<file path="config.mk">
export PLATFORM = sky130hd
export DESIGN_NAME = fetch_sequencer_flat
export DESIGN_NICKNAME = d
export VERILOG_FILES = /design/src/rtl/fetch_sequencer_if.sv /design/src/rtl/fetch_sequencer.sv /design/src/flat_wrapper.sv
export SDC_FILE = /design/constraint.sdc
export NUM_CORES = 1
export LEC_CHECK = 0
export ABC_AREA = 1
export CAP_MARGIN = 0
export CELL_PAD_IN_SITES_DETAIL_PLACEMENT = 1
export CELL_PAD_IN_SITES_GLOBAL_PLACEMENT = 1
export CORE_MARGIN = 8
export CORE_UTILIZATION = 33
export DETAILED_ROUTE_END_ITERATION = 6
export PLACE_DENSITY = 0.92
export SYNTH_ARGS = -nofsm -noshare
export SYNTH_HDL_FRONTEND = slang
export SYNTH_SLANG_ARGS = --single-unit
</file>
<file path="constraint.sdc">
create_clock -name clk_i -period 2.6 [get_ports clk_i]
set_clock_uncertainty 0.2 [all_clocks]
set_input_delay 0.78 -clock clk_i [delete_from_list [all_inputs] [get_ports clk_i]]
set_output_delay 0.78 -clock clk_i [all_outputs]
set_load 0.05 [all_outputs]
</file>
<file path="src/rtl/fetch_sequencer_if.sv">
// Fetch-side bus: instruction-memory request/grant/response plus the
// valid/ready bundle hand-off toward decode.
interface fetch_sequencer_if #(
    parameter int unsigned PC_W     = 72,
    parameter int unsigned BUNDLE_W = 120
);
    logic                imem_req;
    logic [PC_W-1:0]     imem_addr;
    logic                imem_gnt;
    logic                imem_rvalid;
    logic [BUNDLE_W-1:0] imem_rdata;
    logic                fetch_valid;
    logic                fetch_ready;
    logic [BUNDLE_W-1:0] fetch_bundle;
    logic [PC_W-1:0]     fetch_pc;

    // Sequencer side
    modport master (
        output imem_req, imem_addr, fetch_valid, fetch_bundle, fetch_pc,
        input  imem_gnt, imem_rvalid, imem_rdata, fetch_ready
    );

    // Memory/decode side
    modport slave (
        input  imem_req, imem_addr, fetch_valid, fetch_bundle, fetch_pc,
        output imem_gnt, imem_rvalid, imem_rdata, fetch_ready
    );
endinterface

</file>
<file path="src/rtl/fetch_sequencer.sv">
// Fetch sequencer: owns the PC, issues one instruction-memory access at a
// time, squashes wrong-path responses and hands bundles to decode.
//
// state  | meaning
// -------+-----------------------------------------------------------
// IDLE   | just out of reset, redirects ignored, go to REQ next edge
// REQ    | imem_req high at pc, waiting for grant
// WAIT   | request granted, waiting for the response
// OUT    | bundle held for decode until accepted or redirected
module fetch_sequencer #(
    parameter int unsigned     PC_W         = 72,
    parameter int unsigned     BUNDLE_W     = 120,
    parameter logic [PC_W-1:0] RESET_VECTOR = '0,
    parameter logic [PC_W-1:0] TRAP_VECTOR  = 72'h100
) (
    input  logic                clk_i,
    input  logic                reset_ni,
    input  logic                trap_en_i,
    input  logic                jump_en_i,
    input  logic [54:0]         jump_address_i,
    input  logic                branch_en_i,
    input  logic [67:0]         branch_address_i,
    fetch_sequencer_if.master   bus
);

    typedef enum logic [1:0] {
        S_IDLE = 2'd0,
        S_REQ  = 2'd1,
        S_WAIT = 2'd2,
        S_OUT  = 2'd3
    } state_t;

    state_t              state_q, state_d;
    logic [PC_W-1:0]     pc_q, pc_d;
    logic                squash_q, squash_d;
    logic [BUNDLE_W-1:0] bundle_q, bundle_d;
    logic [PC_W-1:0]     bundle_pc_q, bundle_pc_d;

    logic                redirect;
    logic [PC_W-1:0]     target;

    // Redirect resolution, fixed priority trap > jump > branch
    always_comb begin
        redirect = (state_q != S_IDLE) && (trap_en_i || jump_en_i || branch_en_i);
        if (trap_en_i) begin
            target = TRAP_VECTOR;
        end else if (jump_en_i) begin
            target = {{(PC_W-55){1'b0}}, jump_address_i};
        end else begin
            target = {{(PC_W-68){1'b0}}, branch_address_i};
        end
    end

    // Next-state, PC and bundle capture
    always_comb begin
        state_d     = state_q;
        pc_d        = pc_q;
        squash_d    = squash_q;
        bundle_d    = bundle_q;
        bundle_pc_d = bundle_pc_q;
        case (state_q)
            S_IDLE: begin
                state_d = S_REQ;
            end
            S_REQ: begin
                if (redirect) begin
                    pc_d = target;
                end
                if (bus.imem_gnt) begin
                    state_d = S_WAIT;
                    // the granted access is now wrong-path
                    if (redirect) begin
                        squash_d = 1'b1;
                    end
                end
            end
            S_WAIT: begin
                if (redirect) begin
                    pc_d     = target;
                    squash_d = 1'b1;
                end
                if (bus.imem_rvalid) begin
                    if (squash_q || redirect) begin
                        squash_d = 1'b0;
                        state_d  = S_REQ;
                    end else begin
                        bundle_d    = bus.imem_rdata;
                        bundle_pc_d = pc_q;
                        state_d     = S_OUT;
                    end
                end
            end
            S_OUT: begin
                if (bus.fetch_ready) begin
                    // a redirect coinciding with acceptance wins over the increment
                    pc_d    = redirect ? target : (pc_q + PC_W'(BUNDLE_W));
                    state_d = S_REQ;
                end else if (redirect) begin
                    pc_d    = target;
                    state_d = S_REQ;
                end
            end
            default: begin
                state_d = S_IDLE;
            end
        endcase
    end

    // State and datapath registers
    always_ff @(posedge clk_i or negedge reset_ni) begin
        if (!reset_ni) begin
            state_q     <= S_IDLE;
            pc_q        <= RESET_VECTOR;
            squash_q    <= 1'b0;
            bundle_q    <= '0;
            bundle_pc_q <= '0;
        end else begin
            state_q     <= state_d;
            pc_q        <= pc_d;
            squash_q    <= squash_d;
            bundle_q    <= bundle_d;
            bundle_pc_q <= bundle_pc_d;
        end
    end

    // Outputs come only from registers or the state decode
    assign bus.imem_req     = (state_q == S_REQ);
    assign bus.imem_addr    = pc_q;
    assign bus.fetch_valid  = (state_q == S_OUT);
    assign bus.fetch_bundle = bundle_q;
    assign bus.fetch_pc     = bundle_pc_q;

endmodule

</file>
<file path="src/flat_wrapper.sv">
// flat-port wrapper written by rule: the top's interface ports become plain ports
module fetch_sequencer_flat 
#(
    parameter int unsigned     PC_W         = 72,
    parameter int unsigned     BUNDLE_W     = 120,
    parameter logic [PC_W-1:0] RESET_VECTOR = '0,
    parameter logic [PC_W-1:0] TRAP_VECTOR  = 72'h100
)
  (clk_i, reset_ni, trap_en_i, jump_en_i, jump_address_i, branch_en_i, branch_address_i, bus_imem_req, bus_imem_addr, bus_fetch_valid, bus_fetch_bundle, bus_fetch_pc, bus_imem_gnt, bus_imem_rvalid, bus_imem_rdata, bus_fetch_ready);
  fetch_sequencer_if #(.PC_W(PC_W), .BUNDLE_W(BUNDLE_W)) bus_i ();
  input  logic clk_i;
  input  logic reset_ni;
  input  logic trap_en_i;
  input  logic jump_en_i;
  input  logic [54:0] jump_address_i;
  input  logic branch_en_i;
  input  logic [67:0] branch_address_i;
  output wire logic [$bits(bus_i.imem_req)-1:0] bus_imem_req;
  output wire logic [$bits(bus_i.imem_addr)-1:0] bus_imem_addr;
  output wire logic [$bits(bus_i.fetch_valid)-1:0] bus_fetch_valid;
  output wire logic [$bits(bus_i.fetch_bundle)-1:0] bus_fetch_bundle;
  output wire logic [$bits(bus_i.fetch_pc)-1:0] bus_fetch_pc;
  input wire logic [$bits(bus_i.imem_gnt)-1:0] bus_imem_gnt;
  input wire logic [$bits(bus_i.imem_rvalid)-1:0] bus_imem_rvalid;
  input wire logic [$bits(bus_i.imem_rdata)-1:0] bus_imem_rdata;
  input wire logic [$bits(bus_i.fetch_ready)-1:0] bus_fetch_ready;
  assign bus_imem_req = bus_i.imem_req;
  assign bus_imem_addr = bus_i.imem_addr;
  assign bus_fetch_valid = bus_i.fetch_valid;
  assign bus_fetch_bundle = bus_i.fetch_bundle;
  assign bus_fetch_pc = bus_i.fetch_pc;
  assign bus_i.imem_gnt = bus_imem_gnt;
  assign bus_i.imem_rvalid = bus_imem_rvalid;
  assign bus_i.imem_rdata = bus_imem_rdata;
  assign bus_i.fetch_ready = bus_fetch_ready;
  fetch_sequencer #(.PC_W(PC_W), .BUNDLE_W(BUNDLE_W), .RESET_VECTOR(RESET_VECTOR), .TRAP_VECTOR(TRAP_VECTOR)) u_core (.clk_i(clk_i), .reset_ni(reset_ni), .trap_en_i(trap_en_i), .jump_en_i(jump_en_i), .jump_address_i(jump_address_i), .branch_en_i(branch_en_i), .branch_address_i(branch_address_i), .bus(bus_i));
endmodule
</file>
Word level (Yosys, flattened, before mapping)
Cells that the tools add are included.
Widths: inputs -> output; s select.
{"block": "word_totals", "inputBits": 251, "regBits": 267, "output_inout_bits": 266, "wordCells": 42}
{"block": "classes", "muxes": 17, "n_reduce_logical": 12, "n_bitwise": 1, "eq_ne": 6, "addsub": 1}
{"op": "$mux 72", "n": 3}
{"op": "$pmux 72 s2", "n": 1}
{"op": "$mux 68", "n": 2}
{"op": "$add 72x7->72 const B", "n": 1}
{"op": "$mux 2", "n": 5}
{"op": "$pmux 2 s4", "n": 1}
{"op": "$reduce_and 3->1", "n": 2}
{"op": "$reduce_bool 2->1", "n": 3}
{"op": "$eq 2x2->1 const B", "n": 2}
{"op": "$mux 1", "n": 4}
{"op": "$logic_or 1x1->1", "n": 3}
{"op": "$ne 3x1->1 const B", "n": 1}
{"op": "$eq 2x1->1 const B", "n": 1}
{"op": "$logic_not 2->1", "n": 1}
{"op": "$ne 2x1->1 const B", "n": 1}
{"op": "$ne 2x2->1 const B", "n": 1}
{"op": "$pmux 1 s2", "n": 1}
{"op": "$reduce_and 2->1", "n": 1}
{"op": "$reduce_or 2->1", "n": 1}
{"op": "$logic_and 1x1->1", "n": 1}
{"op": "$not 1->1", "n": 1}

Longest topological paths before layout
Gate-level depths: netlist (run 1).
{"block": "depth", "depth_word": 7, "depth_mapped": 14, "mapped_depth_nobuf": 14}

Worst setup path after synthesis (run 1)
No wires, ideal clock.
{"block": "synth_timing", "path_kind": "flip-flop to flip-flop", "startpoint": "register u_core.state_q[0]", "endpoint": "register u_core.pc_q[25] (netlist: u_core.bus.imem_addr[25])", "path_slack_ps": 130, "period_less_slack_ps": 2470, "setup_time_ps": 130, "path_buffers": 0, "t_required_ps": 2270, "path_stages_with_launch": 15, "arrival_time_ps": 2140, "path_cell_list": "dfrtp_1 -> ha_1 -> nand2_4 -> inv_4 -> nand2_2 -> nor2_4 -> nand2_4 -> nor2_8 -> inv_2 -> nor2_2 -> nand2_1 -> nand2_1 -> nand2_1 -> nand2_1 -> o21ai_0"}
{"block": "synth_via", "word_cells_on_any_way": 11, "classes_between": "eq/ne: 3; mux: 4; reduce/logical: 4"}
{"element": "from (decl)", "line": "fetch_sequencer.sv:33", "source": "state_t state_q, state_d;"}
{"element": "from (signal assigned)", "line": "fetch_sequencer.sv:118", "source": "state_q <= state_d;"}
{"element": "$eq 2x2->1 (*)"}
{"element": "named net bus_fetch_valid", "line": "flat_wrapper.sv:20", "source": "output wire logic [$bits(bus_i.fetch_valid)-1:0] bus_fetch_valid;"}
{"element": "$pmux 72 s2 / $reduce_bool 2->1 (equally long branches)"}
{"element": "to (signal assigned)", "line": "fetch_sequencer.sv:119", "source": "pc_q <= pc_d;"}
{"element": "to (decl)", "line": "fetch_sequencer.sv:34", "source": "logic [PC_W-1:0] pc_q, pc_d;"}
The timed path passes the listed nets; every way through them passes the cells marked *.
A chain may end at the register's enable or synchronous reset.

Worst setup path in the final report (run 1)
{"block": "layout_timing", "startpoint": "register u_core.bundle_q[5] (netlist: u_core.bus.fetch_bundle[5])", "endpoint": "output port bus_fetch_bundle[5]"}
{"element": "from (decl)", "line": "fetch_sequencer.sv:36", "source": "logic [BUNDLE_W-1:0] bundle_q, bundle_d;"}
{"element": "from (signal assigned)", "line": "fetch_sequencer.sv:121", "source": "bundle_q <= bundle_d;"}
{"element": "to (decl)", "line": "flat_wrapper.sv:21", "source": "output wire logic [$bits(bus_i.fetch_bundle)-1:0] bus_fetch_bundle;"}
No word-level cell between the ends.

==> metrics.md, run 1 <==
| Metric | Value |
|---|---|
| Ys async rst share | 1.000 |
| Seq cells post-synth | 267 |
| Distinct cells, synth | 47 |
| Hold path cells | 2 |
| Fraction of layout cells with a size suffix above 1 | 0.2222 |
| Initial Util | 0.3345 |
| Placed Instances | between 2,000 and 3,000 |
| Multi-input logic area | around 6500 um^2 |
| PwrDens | ~1200 nW/um^2 |
| Fin. Hold Viols | 0 |
| Post-layout net count | roughly 2,400 |
| CP Buf/Inv Count | 1 |
| Hold Path Class | register to register |
| Floorplan row count | 75 |
| Die W | between 200 and 250 um |
| First-pass GRT wire length | approximately 110 mm |
| WL per Instance | between 20 and 30 um |
| CP arrival | between 1500 and 2000 ps |
| Die H | ~220 um |
| Vias in the first global route | 16,160 |
| Vias per inst | roughly 5.3 |
| TritonCTS clock tree | yes |
| Longest Clk Path Bufs | 3 |
| Cells after Synth | about 1,600 |
| TritonCTS Buffers | 31 |
| FF/Latch Area | 6683 um^2 |
| ANT nets after route | 0 |
| Worst-margin pin slew | 567.4 ps |
| Post-synth EDFFs | 0 |
| GRT Residual Overflow | 0 |
| Pre-antenna DRT Iters | 5 |
| Number of fill cells | slightly below 5,000 |
| Placed instance area | between 20,000 and 25,000 um^2 |
| Placer congestion estimate | 0.9200 |
| Final period util | 0.9854 |
| Vias | between 10,000 and 15,000 |
| Leakage | approximately 11 nW |
| Synthesized area | roughly 14,000 um^2 |
| Clock Latency Late Sink | roughly 570 ps |
| Slew Limit Fails | 0 |
| Syn nets | ~1,800 |
| Critical Path Start Type | register |
| DP HPWL | roughly 56 mm |
| CP required | roughly 1600 ps |
| Sequence of cells on the critical path | dlygate4sd2_1 |
| Post-route setup slack | approximately 38 ps |
| Layout area overhead | 52.20% |
| Port bufs | slightly above 500 |
| Core Region | approximately 42,000 um^2 |
| Worst VDD drop | ~0.0009 V |
| Final worst path period need | between 2000 and 3000 ps |
| Overall power | roughly 26 mW |
| # clock sinks | ~270 |
| Yosys warning total | 0 |
| Top Ports | 517 |
| DRC errors left | 0 |
| Outcome | complete, no violations |
| CP delay by family, top | buffers and inverters |
| Sequential element share of the synthesized area | 0.4762 |
| DIE AREA | just under 50,000 um^2 |
| Final non-filler cell total | 2,727 |
| Avg Synthesized Cell Area | ~9.0 um^2 |
| Maximum clock rate | approximately 390 MHz |
| Worst slack at placement | -373.1 ps |
| Slew HR | 0.6177 |
| Final setup vio count | 0 |
| Largest net degree at the start of global routing | 86 |
| Critical Path Stages | 1 |
| Iter 0 DRT Violations | between 800 and 900 |
| Initial antenna violation count | 24 |
| R2R setup slack | 70 ps |
| Worst-path maximum fanout | 2 |
| Synth Flop Type | dfrtp_1 |
| CP max-delay cell | dlygate4sd2_1 |
| CP Capture Type | output port |
| CP max stage delay | between 500 and 600 ps |
| H-Tree Depth | 1 |
| Max-Cap Viols | 0 |
| Final Instance Area | about 21,000 um^2 |
| Global Route Usage Sum | 0.2870 |
| Reg2reg path depth | 11 |
| DRT Wirelength | roughly 74 mm |
| CTS root buf | clkbuf_16 |
| Worst Setup Path Type | register to output port |
| Clock slew at reported path FFs | ~60 ps |
area by class of cell:
cell class,instances,area share
diodes,23,0.002695
clock buffers,44,0.04283
clock inverters,13,0.01055
inverters,141,0.02502
multi-input cells,1078,0.3027
flip-flops and latches,267,0.3129
well taps,539,0.03158
repair buffers,622,0.2717
what timing repair did:
item / 4_1_cts / 5_1_grt
buffers inserted: 1 / 2
pin swaps: 1 / 2
gates cloned: 0 / 0
endpoints found under the hold margin: 36 / 0
endpoints found under the setup margin: 145 / 16
resized for setup: 129 / 4
hold buffers: 1 / 0
worst paths after layout:
kind | from | to
setup / recovery | u_core.bus.fetch_bundle[5] | bus_fetch_bundle[5]
hold reg to reg | u_core.bus.fetch_pc[62] | u_core.bus.fetch_pc[62]
hold / removal | u_core.bus.fetch_pc[62] | u_core.bus.fetch_pc[62]
max in group asynchronous | reset_ni | u_core.bus.fetch_bundle[118]
setup reg to reg | u_core.bus.imem_addr[12] | u_core.bus.imem_addr[52]
min in group asynchronous | reset_ni | u_core.bus.fetch_pc[43]
per-layer routing:
metal	global-route usage	wire length, um
met3	0.06520	4695
met5	0	46
met1	0.3201	27550
met4	0.1302	3566
met2	0.5159	37710
power breakdown:
part,internal (mW),total [mW],switching [mW]
combinational,4.42,14.3,9.87
sequential,5.62,7.15,1.53
clock,3.03,4.93,1.90
worst min-delay path: cells and delay by family, from the launching register on:
family	cells	cell delay, ps
flip-flops	1	340
AO/OA/AOI/OAI	1	60
AND/OR/NAND/NOR	1	50
cells in the mapped netlist (all sizes together) (5+ instances only):
library cell  count  area [um^2]
a21oi            44        220.2
a31oi             6        37.54
buf              34        266.5
clkbuf           34        127.6
dfrtp           267         6681
ha                7        87.58
inv             141        534.3
mux2            122         1828
mux2i             5        50.05
nand2           353         1358
nand3            83        440.4
nand3b            5        37.54
nand4            28        175.2
nor2            165        726.9
nor3             15        80.08
o211ai            9        67.56
o21ai           189        945.9
o221ai            6        52.55
or2               9        56.30
xor2             10        87.58
state kept, by name, summed over array words and instances, names as in the netlist:
register and cells:
u_core.bus.imem_addr 72, u_core.squash_q 1, u_core.state_q 2, u_core.bus.fetch_bundle 120, u_core.bus.fetch_pc 72
cells in the final DEF, fill, tap and decap left out, types with 10 or more instances in the layout:
cell	netlist	layout
mux2_4	121	121
clkdlybuf4s50_1	0	248
a21oi_1	44	44
xor2_1	10	10
nor3_1	14	14
diode_2	0	23
dlygate4sd2_1	0	124
o21ai_0	182	182
dfrtp_1	267	266
nand2_1	346	346
nor2_1	145	141
inv_1	136	134
buf_4	3	219
clkbuf_16	0	31
nand3_1	78	77
buf_12	0	28
nand4_1	28	28
nor2_2	12	13
logic make-up after synthesis:
logic type | count (synthesis) | synth area share
buffers and inverters | 209 | 0.06617
flip-flops | 267 | 0.4762
AO/OA/AOI/OAI | 269 | 0.1033
multiplexers | 127 | 0.1339
adder cells (fa/ha/maj) | 7 | 0.006242
XOR/XNOR | 10 | 0.006242
AND/OR/NAND/NOR | 665 | 0.2080
through the flow:
stage / utilization / hold slack (ps) / TNS (ps)
after floorplan: - / 284.4 / 0
after global placement: 0.4827 / 268.2 / -38430
after detailed placement: 0.4827 / 277.1 / -56720
after CTS: 0.5070 / 288.2 / 0
after global routing: 0.5091 / 323.1 / -34.80
final: 0.5091 / 287.3 / 0
Note: power is estimated with default switching activity, not from simulation.
==> run 2: changes to the inputs <==
--- a/config.mk
+++ b/config.mk
@@ -7,12 +7,10 @@
 export LEC_CHECK = 0
 export ABC_AREA = 1
 export CAP_MARGIN = 0
-export CELL_PAD_IN_SITES_DETAIL_PLACEMENT = 1
-export CELL_PAD_IN_SITES_GLOBAL_PLACEMENT = 1
 export CORE_MARGIN = 8
-export CORE_UTILIZATION = 33
+export CORE_UTILIZATION = 35
 export DETAILED_ROUTE_END_ITERATION = 6
-export PLACE_DENSITY = 0.92
+export PLACE_DENSITY = 0.77
 export SYNTH_ARGS = -nofsm -noshare
 export SYNTH_HDL_FRONTEND = slang
 export SYNTH_SLANG_ARGS = --single-unit
==> constraint.sdc (replaced) <==
create_clock -name clk_i -period 3.1 [get_ports clk_i]
set_clock_uncertainty 0.2 [all_clocks]
set_input_delay 0.93 -clock clk_i [delete_from_list [all_inputs] [get_ports clk_i]]
set_output_delay 0.93 -clock clk_i [all_outputs]
set_load 0.05 [all_outputs]
==> run 2 against run 1 <==
  * Clock power shrank 22%
  * Design area fell by 1.1%
  * Global-route usage decreased by 4.5 points
  * Hold slack worse by 130 ps
  * Highest routed layer unchanged
  * Critical path depth stayed put
==> metrics.md, run 2 (same netlist as run 1, synthesis figures left out) <==
| Metric | Value |
|---|---|
| Top Ports | 517 (unchanged) |
| RSZ-0062 raised after global routing | no |
| Setup TNS | 0 ps (unchanged) |
| Most frequent cells in the layout | clkdlybuf4s50_1, nand2_1, dfrtp_1, o21ai_0, nor2_1 (was nand2_1, dfrtp_1, clkdlybuf4s50_1, buf_4, o21ai_0) |
| ANT nets after route | 0 (unchanged) |
| TritonCTS Buffers | 30 (was 31) |
| Placed instance area | 20,030 um^2 (was 20,250 um^2) |
| Worst-path maximum fanout | 6 (was 2) |
| CP Capture Type | output port (unchanged) |
| First-pass GRT wire length | 88.38 mm (was 108.7 mm) |
| Final worst path period need | just over 3000 ps |
| Clock Latency Late Sink | 570 ps (about the same) |
| Placer congestion estimate | 0.9263 (was 0.9200) |
| Worst VDD drop | 0.0005258 V (was 0.0009214 V) |
| Layout area overhead | 50.56% (was 52.20%) |
| Final setup vio count | 0 (unchanged) |
| CP delay by family, top | buffers and inverters (unchanged) |
| Vias per inst | 5.109 (was 5.285) |
| Sequence of cells on the critical path | clkdlybuf4s50_1 (was dlygate4sd2_1) |
| Clock slew at reported path FFs | 70 ps (was 60 ps) |
| WL per Instance | 22.56 um (was 26.98 um) |
| TritonCTS clock tree | yes (unchanged) |
| Longest Clk Path Bufs | 3 (unchanged) |
| Pre-antenna DRT Iters | 6 (was 5) |
| DRC errors left | 0 (unchanged) |
| Die W | 216.2 um (was 222.2 um) |
| Post-layout net count | 2,349 (was 2,399) |
| DP HPWL | 47.01 mm (was 56.41 mm) |
| Critical Path Start Type | register (unchanged) |
| Outcome | complete, no violations (unchanged) |
| Max reg flops | 120 (unchanged) |
| Worst Setup Path Type | register to output port (unchanged) |
| H-Tree Depth | 1 (unchanged) |
| Number of fill cells | 3,522 (was 4,814) |
| PwrDens | 1026 nW/um^2 (was 1235 nW/um^2) |
| CP arrival | 1940 ps (was 1580 ps) |
| Hold_buf cts | 0 (was 1) |
| Worst-margin pin slew | 630.6 ps (was 567.4 ps) |
| # clock sinks | 267 (unchanged) |
| CP max-delay cell | clkdlybuf4s50_1 (was dlygate4sd2_1) |
| Global Route Usage Sum | 0.2425 (was 0.2870) |
| Vias in the first global route | 13,970 (was 16,160) |
| Iter 0 DRT Violations | 1,126 (was 845) |
| Setup bufs post-CTS | 0 (was 1) |
| Vias | 13,510 (was 14,410) |
| Initial Util | 0.3540 (was 0.3345) |
| Leading cell type in the layout, fill and taps excluded | clkdlybuf4s50_1 (was nand2_1) |
| Floorplan row count | 73 (was 75) |
| Die H | 216.2 um (was 222.2 um) |
| Core Region | 39,640 um^2 (was 41,950 um^2) |
| Overall power | 21.67 mW (was 26.37 mW) |
| CTS root buf | clkbuf_16 (unchanged) |
| DRT Wirelength | 59.66 mm (was 73.57 mm) |
| R2R setup slack | 520 ps (was 70 ps) |
| Port bufs | 516 (unchanged) |
| CP max stage delay | 900 ps (was 570 ps) |
| Fraction of layout cells with a size suffix above 1 | 0.1390 (was 0.2222) |
| Final Instance Area | 21,130 um^2 (was 21,360 um^2) |
| CP Buf/Inv Count | 1 (unchanged) |
| Final period util | 0.9895 |
| Fin. Hold Viols | 0 (unchanged) |
| Final hold slack | 159.1 ps (was 287.3 ps) |
| Max-Cap Viols | 0 (unchanged) |
| Hold Path Class | input pin to async pin (was register to register) |
| CP required | 1970 ps (was 1620 ps) |
| Largest net degree at the start of global routing | 66 (was 86) |
| DIE AREA | 46,750 um^2 (was 49,370 um^2) |
| GRT Residual Overflow | 0 (unchanged) |
| Leakage | 9.774 nW (was 10.66 nW) |
| Slew Limit Fails | 0 (unchanged) |
| Initial antenna violation count | 7 (was 24) |
| Slew HR | 0.5752 (was 0.6177) |
| Maximum clock rate | approximately 330 MHz |
==> run 2: changes by cell type in the layout (fill, tap and decap cells not counted), sizes merged, moves of 2 or more <==
cell | previous run | this run
dlymetal6s2s | 0 | 9
buf | 249 | 75
diode | 23 | 5
dlygate4sd2 | 124 | 3
clkbuf | 44 | 46
clkdlybuf4s50 | 248 | 486
==> run 2: path summary, 6_finish.rpt <==
check                                           end  cells after the start                startpoint
max                               bus_imem_addr[49]                      1  u_core.bus.imem_addr[49]
min                         u_core.bus.fetch_pc[27]                      1                  reset_ni
max reg2reg                u_core.bus.imem_addr[52]                     11  u_core.bus.imem_addr[10]
min reg2reg                  u_core.bus.fetch_pc[2]                      2    u_core.bus.fetch_pc[2]
max in group asynchronous  u_core.bus.imem_addr[71]                      2                  reset_ni
min in group clk_i           u_core.bus.fetch_pc[2]                      2    u_core.bus.fetch_pc[2]
==> run 2: report_power, final <==
part	internal, mW	total (mW)	switching [mW]
clock	2.36	3.85	1.48
sequential	4.71	5.88	1.17
combinational	4.03	11.9	7.91
total	11.1	21.7	10.6
==> run 2: metrics by stage <==
stage,instances,util,worst slack (ps)
finish,2645,0.5329,32.43
detailed placement,2584,0.5054,53.20
global route,2643,0.5328,0.7956
global placement,2584,0.5054,115.0
CTS,2640,0.5320,4.836
floorplan,1554,-,630.0
==> run 2: final cells by class <==
class	count	area [um^2]	area share
sequential	267	6681	0.3163
antenna	5	12.51	0.0005923
clock inverter	10	177.7	0.008410
clock buffer	46	882.1	0.04176
tap	525	656.9	0.03109
timing repair buffer	573	5747	0.2720
inverter	141	534.3	0.02529
multi-input combinational	1078	6434	0.3045
==> run 2: timing repair <==
| action | in CTS | in global routing |
|---|---|---|
| gates resized for setup | 3 | 9 |
| cloned | 0 | 0 |
| setup endpoints to repair | 3 | 9 |
| endpoints found under the hold margin | 0 | 0 |
==> run 2: worst register-to-register path: stages, from the launching register on <==
cell and delay (ps):
dfrtp_1 540, nand2_1 110, nor2_2 210, nand2_1 180, nor2_2 260, nand3_1 270, nor2_2 350, nand2_1 90
nand3_1 80, nand2_1 50, nand2_1 50, o21ai_1 60
==> run 2: metal layers <==
layer,track usage,wire [um]
met1,0.2862,23170
met4,0.07800,1826
met2,0.4222,29460
met5,0,23
met3,0.06713,5187
==> run 3: changes to the inputs <==
--- a/config.mk
+++ b/config.mk
@@ -9,8 +9,10 @@
 export CAP_MARGIN = 0
 export CORE_MARGIN = 8
 export CORE_UTILIZATION = 35
+export CTS_CLUSTER_SIZE = 10
 export DETAILED_ROUTE_END_ITERATION = 6
 export PLACE_DENSITY = 0.77
+export SKIP_CTS_REPAIR_TIMING = 1
 export SYNTH_ARGS = -nofsm -noshare
 export SYNTH_HDL_FRONTEND = slang
 export SYNTH_SLANG_ARGS = --single-unit
==> run 3 against run 2 <==
  * Count of clock-buffer cells in the layout rose by 2
  * Routed wire length rose by 1.4%
  * Combinational power barely moved
  * Via count rose by 0.77%
  * Final cell count fell by 0.30%
  * Critical path type unchanged
==> metrics.md, run 3 (same netlist as run 1, synthesis figures left out) <==
| Metric | Value |
|---|---|
| Reg-to-Reg Start | u_core.bus.imem_addr[10] (unchanged) |
| DIE AREA | 46,750 um^2 (unchanged) |
| Crit path from | u_core.bus.imem_addr[34] (was u_core.bus.imem_addr[49]) |
| Max-Cap Viols | 0 (unchanged) |
| DRT Wirelength | 60.50 mm (was 59.66 mm) |
| CP max stage delay | 880 ps (was 900 ps) |
| Sequence of cells on the critical path | clkdlybuf4s50_1 (unchanged) |
| Die W | 216.2 um (unchanged) |
| Final period util | 0.9861 (was 0.9895) |
| Fin. Hold Viols | 0 (unchanged) |
| Clock Latency Late Sink | 550 ps (was 570 ps) |
| Leakage | 9.715 nW (was 9.774 nW) |
| First-pass GRT wire length | 89.40 mm (was 88.38 mm) |
| CP Capture Type | output port (unchanged) |
| CP Buf/Inv Count | 1 (unchanged) |
| Placed Instances | 2,584 (unchanged) |
| Final Core Density | 0.5321 (was 0.5329) |
| PwrDens | 1028 nW/um^2 (was 1026 nW/um^2) |
| Leading cell type in the layout, fill and taps excluded | clkdlybuf4s50_1 (unchanged) |
| Worst VDD drop | 0.0005749 V (was 0.0005258 V) |
| Clock slew at reported path FFs | 60 ps (was 70 ps) |
| Max reg flops | 120 (unchanged) |
| TritonCTS Buffers | 34 (was 30) |
| CP arrival | 1930 ps (was 1940 ps) |
| CP max-delay cell | clkdlybuf4s50_1 (unchanged) |
| Multi-input logic area | 6434 um^2 (unchanged) |
| Pre-antenna DRT Iters | 5 (was 6) |
| Placer congestion estimate | 0.9263 (unchanged) |
| Vias | 13,620 (was 13,510) |
| Number of fill cells | 3,505 (was 3,522) |
| Port bufs | 516 (unchanged) |
| Slew Limit Fails | 0 (unchanged) |
| H-Tree Depth | 2 (was 1) |
| Final non-filler cell total | 2,637 (was 2,645) |
| Fraction of layout cells with a size suffix above 1 | 0.1389 (was 0.1390) |
| TritonCTS clock tree | yes (unchanged) |
| Layout area overhead | 50.32% (was 50.56%) |
| Overall power | 21.69 mW (was 21.67 mW) |
| Global Route Usage Sum | 0.2476 (was 0.2425) |
| Critical Path Start Type | register (unchanged) |
| Die H | 216.2 um (unchanged) |
| Most frequent cells in the layout | clkdlybuf4s50_1, nand2_1, dfrtp_1, o21ai_0, nor2_1 (unchanged) |
| Vias in the first global route | 14,030 (was 13,970) |
| CTS root buf | clkbuf_16 (unchanged) |
| Initial antenna violation count | 6 (was 7) |
| RSZ-0062 raised after global routing | no (unchanged) |
| Floorplan row count | 73 (unchanged) |
| Largest net degree at the start of global routing | 66 (unchanged) |
| Worst-margin pin slew | 640.4 ps (was 630.6 ps) |
| ANT nets after route | 0 (unchanged) |
| Vias per inst | 5.163 (was 5.109) |
| Core Region | 39,640 um^2 (unchanged) |
| Outcome | complete, no violations (unchanged) |
| CP required | 1970 ps (about the same) |
| WL per Instance | 22.94 um (was 22.56 um) |
| Longest Clk Path Bufs | 3 (unchanged) |
| Post-layout net count | 2,353 (was 2,349) |
| # clock sinks | 267 (unchanged) |
| Worst-path maximum fanout | 8 (was 6) |
| Maximum clock rate | 327.1 MHz (was 326.0 MHz) |
| Final worst path period need | 3057 ps (was 3068 ps) |
| Final hold slack | 184.3 ps (was 159.1 ps) |
| Final setup vio count | 0 (unchanged) |
| Worst Setup Path Type | register to output port (unchanged) |
| GRT Residual Overflow | 0 (unchanged) |
| DP HPWL | 47.01 mm (unchanged) |
| Slew HR | 0.5717 (was 0.5752) |
| FF/Latch Area | 6681 um^2 (unchanged) |
| CP delay by family, top | buffers and inverters (unchanged) |
| Top Ports | 517 (unchanged) |
| Setup TNS | 0 ps (unchanged) |
| DRC errors left | 0 (unchanged) |
| Iter 0 DRT Violations | 1,095 (was 1,126) |
| Initial Util | 0.3540 (unchanged) |
| Hold Path Class | input pin to async pin (unchanged) |
## run 3: worst paths after layout
kind,cells past startpoint,end,slack [ps]
worst max-delay path,1,bus_imem_addr[34],40
worst min-delay path,1,u_core.bus.imem_addr[21],180
worst max register to register,11,u_core.bus.imem_addr[52],560
worst min register to register,2,u_core.bus.fetch_pc[2],280
max in group asynchronous,2,u_core.bus.fetch_bundle[19],1740
min in group clk_i,2,u_core.bus.fetch_pc[2],280
## run 3: metrics by stage
step	area, um^2	setup WS, ps
after floorplan	14030	630.0
after global placement	20030	115.0
after detailed placement	20030	53.20
after CTS	21070	18.01
after global routing	21090	1.006
final	21090	43.17
## run 3: power by group
| part | internal [mW] | switching [mW] | total [mW] |
|---|---|---|---|
| Combinational | 4.05 | 7.94 | 12.0 |
| Clock | 2.27 | 1.53 | 3.80 |
| Sequential | 4.71 | 1.19 | 5.90 |
| Total | 11.0 | 10.7 | 21.7 |
## run 3: layout make-up
type | count | area share
Clock inverter | 2 | 0.0004746
Timing Repair Buffer | 573 | 0.2722
Tap cell | 525 | 0.03114
Inverter | 141 | 0.02533
Multi-Input combinational cell | 1078 | 0.3050
Clock buffer | 48 | 0.04870
Sequential cell | 267 | 0.3168
Antenna cell | 3 | 0.0003559
## run 3: metal layers
| layer | part of all wire | GRT usage |
|---|---|---|
| met3 | 0.086 | 0.07674 |
| met4 | 0.035 | 0.08882 |
| met2 | 0.49 | 0.4223 |
| met1 | 0.39 | 0.2907 |
| met5 | 0.00043 | 0 |
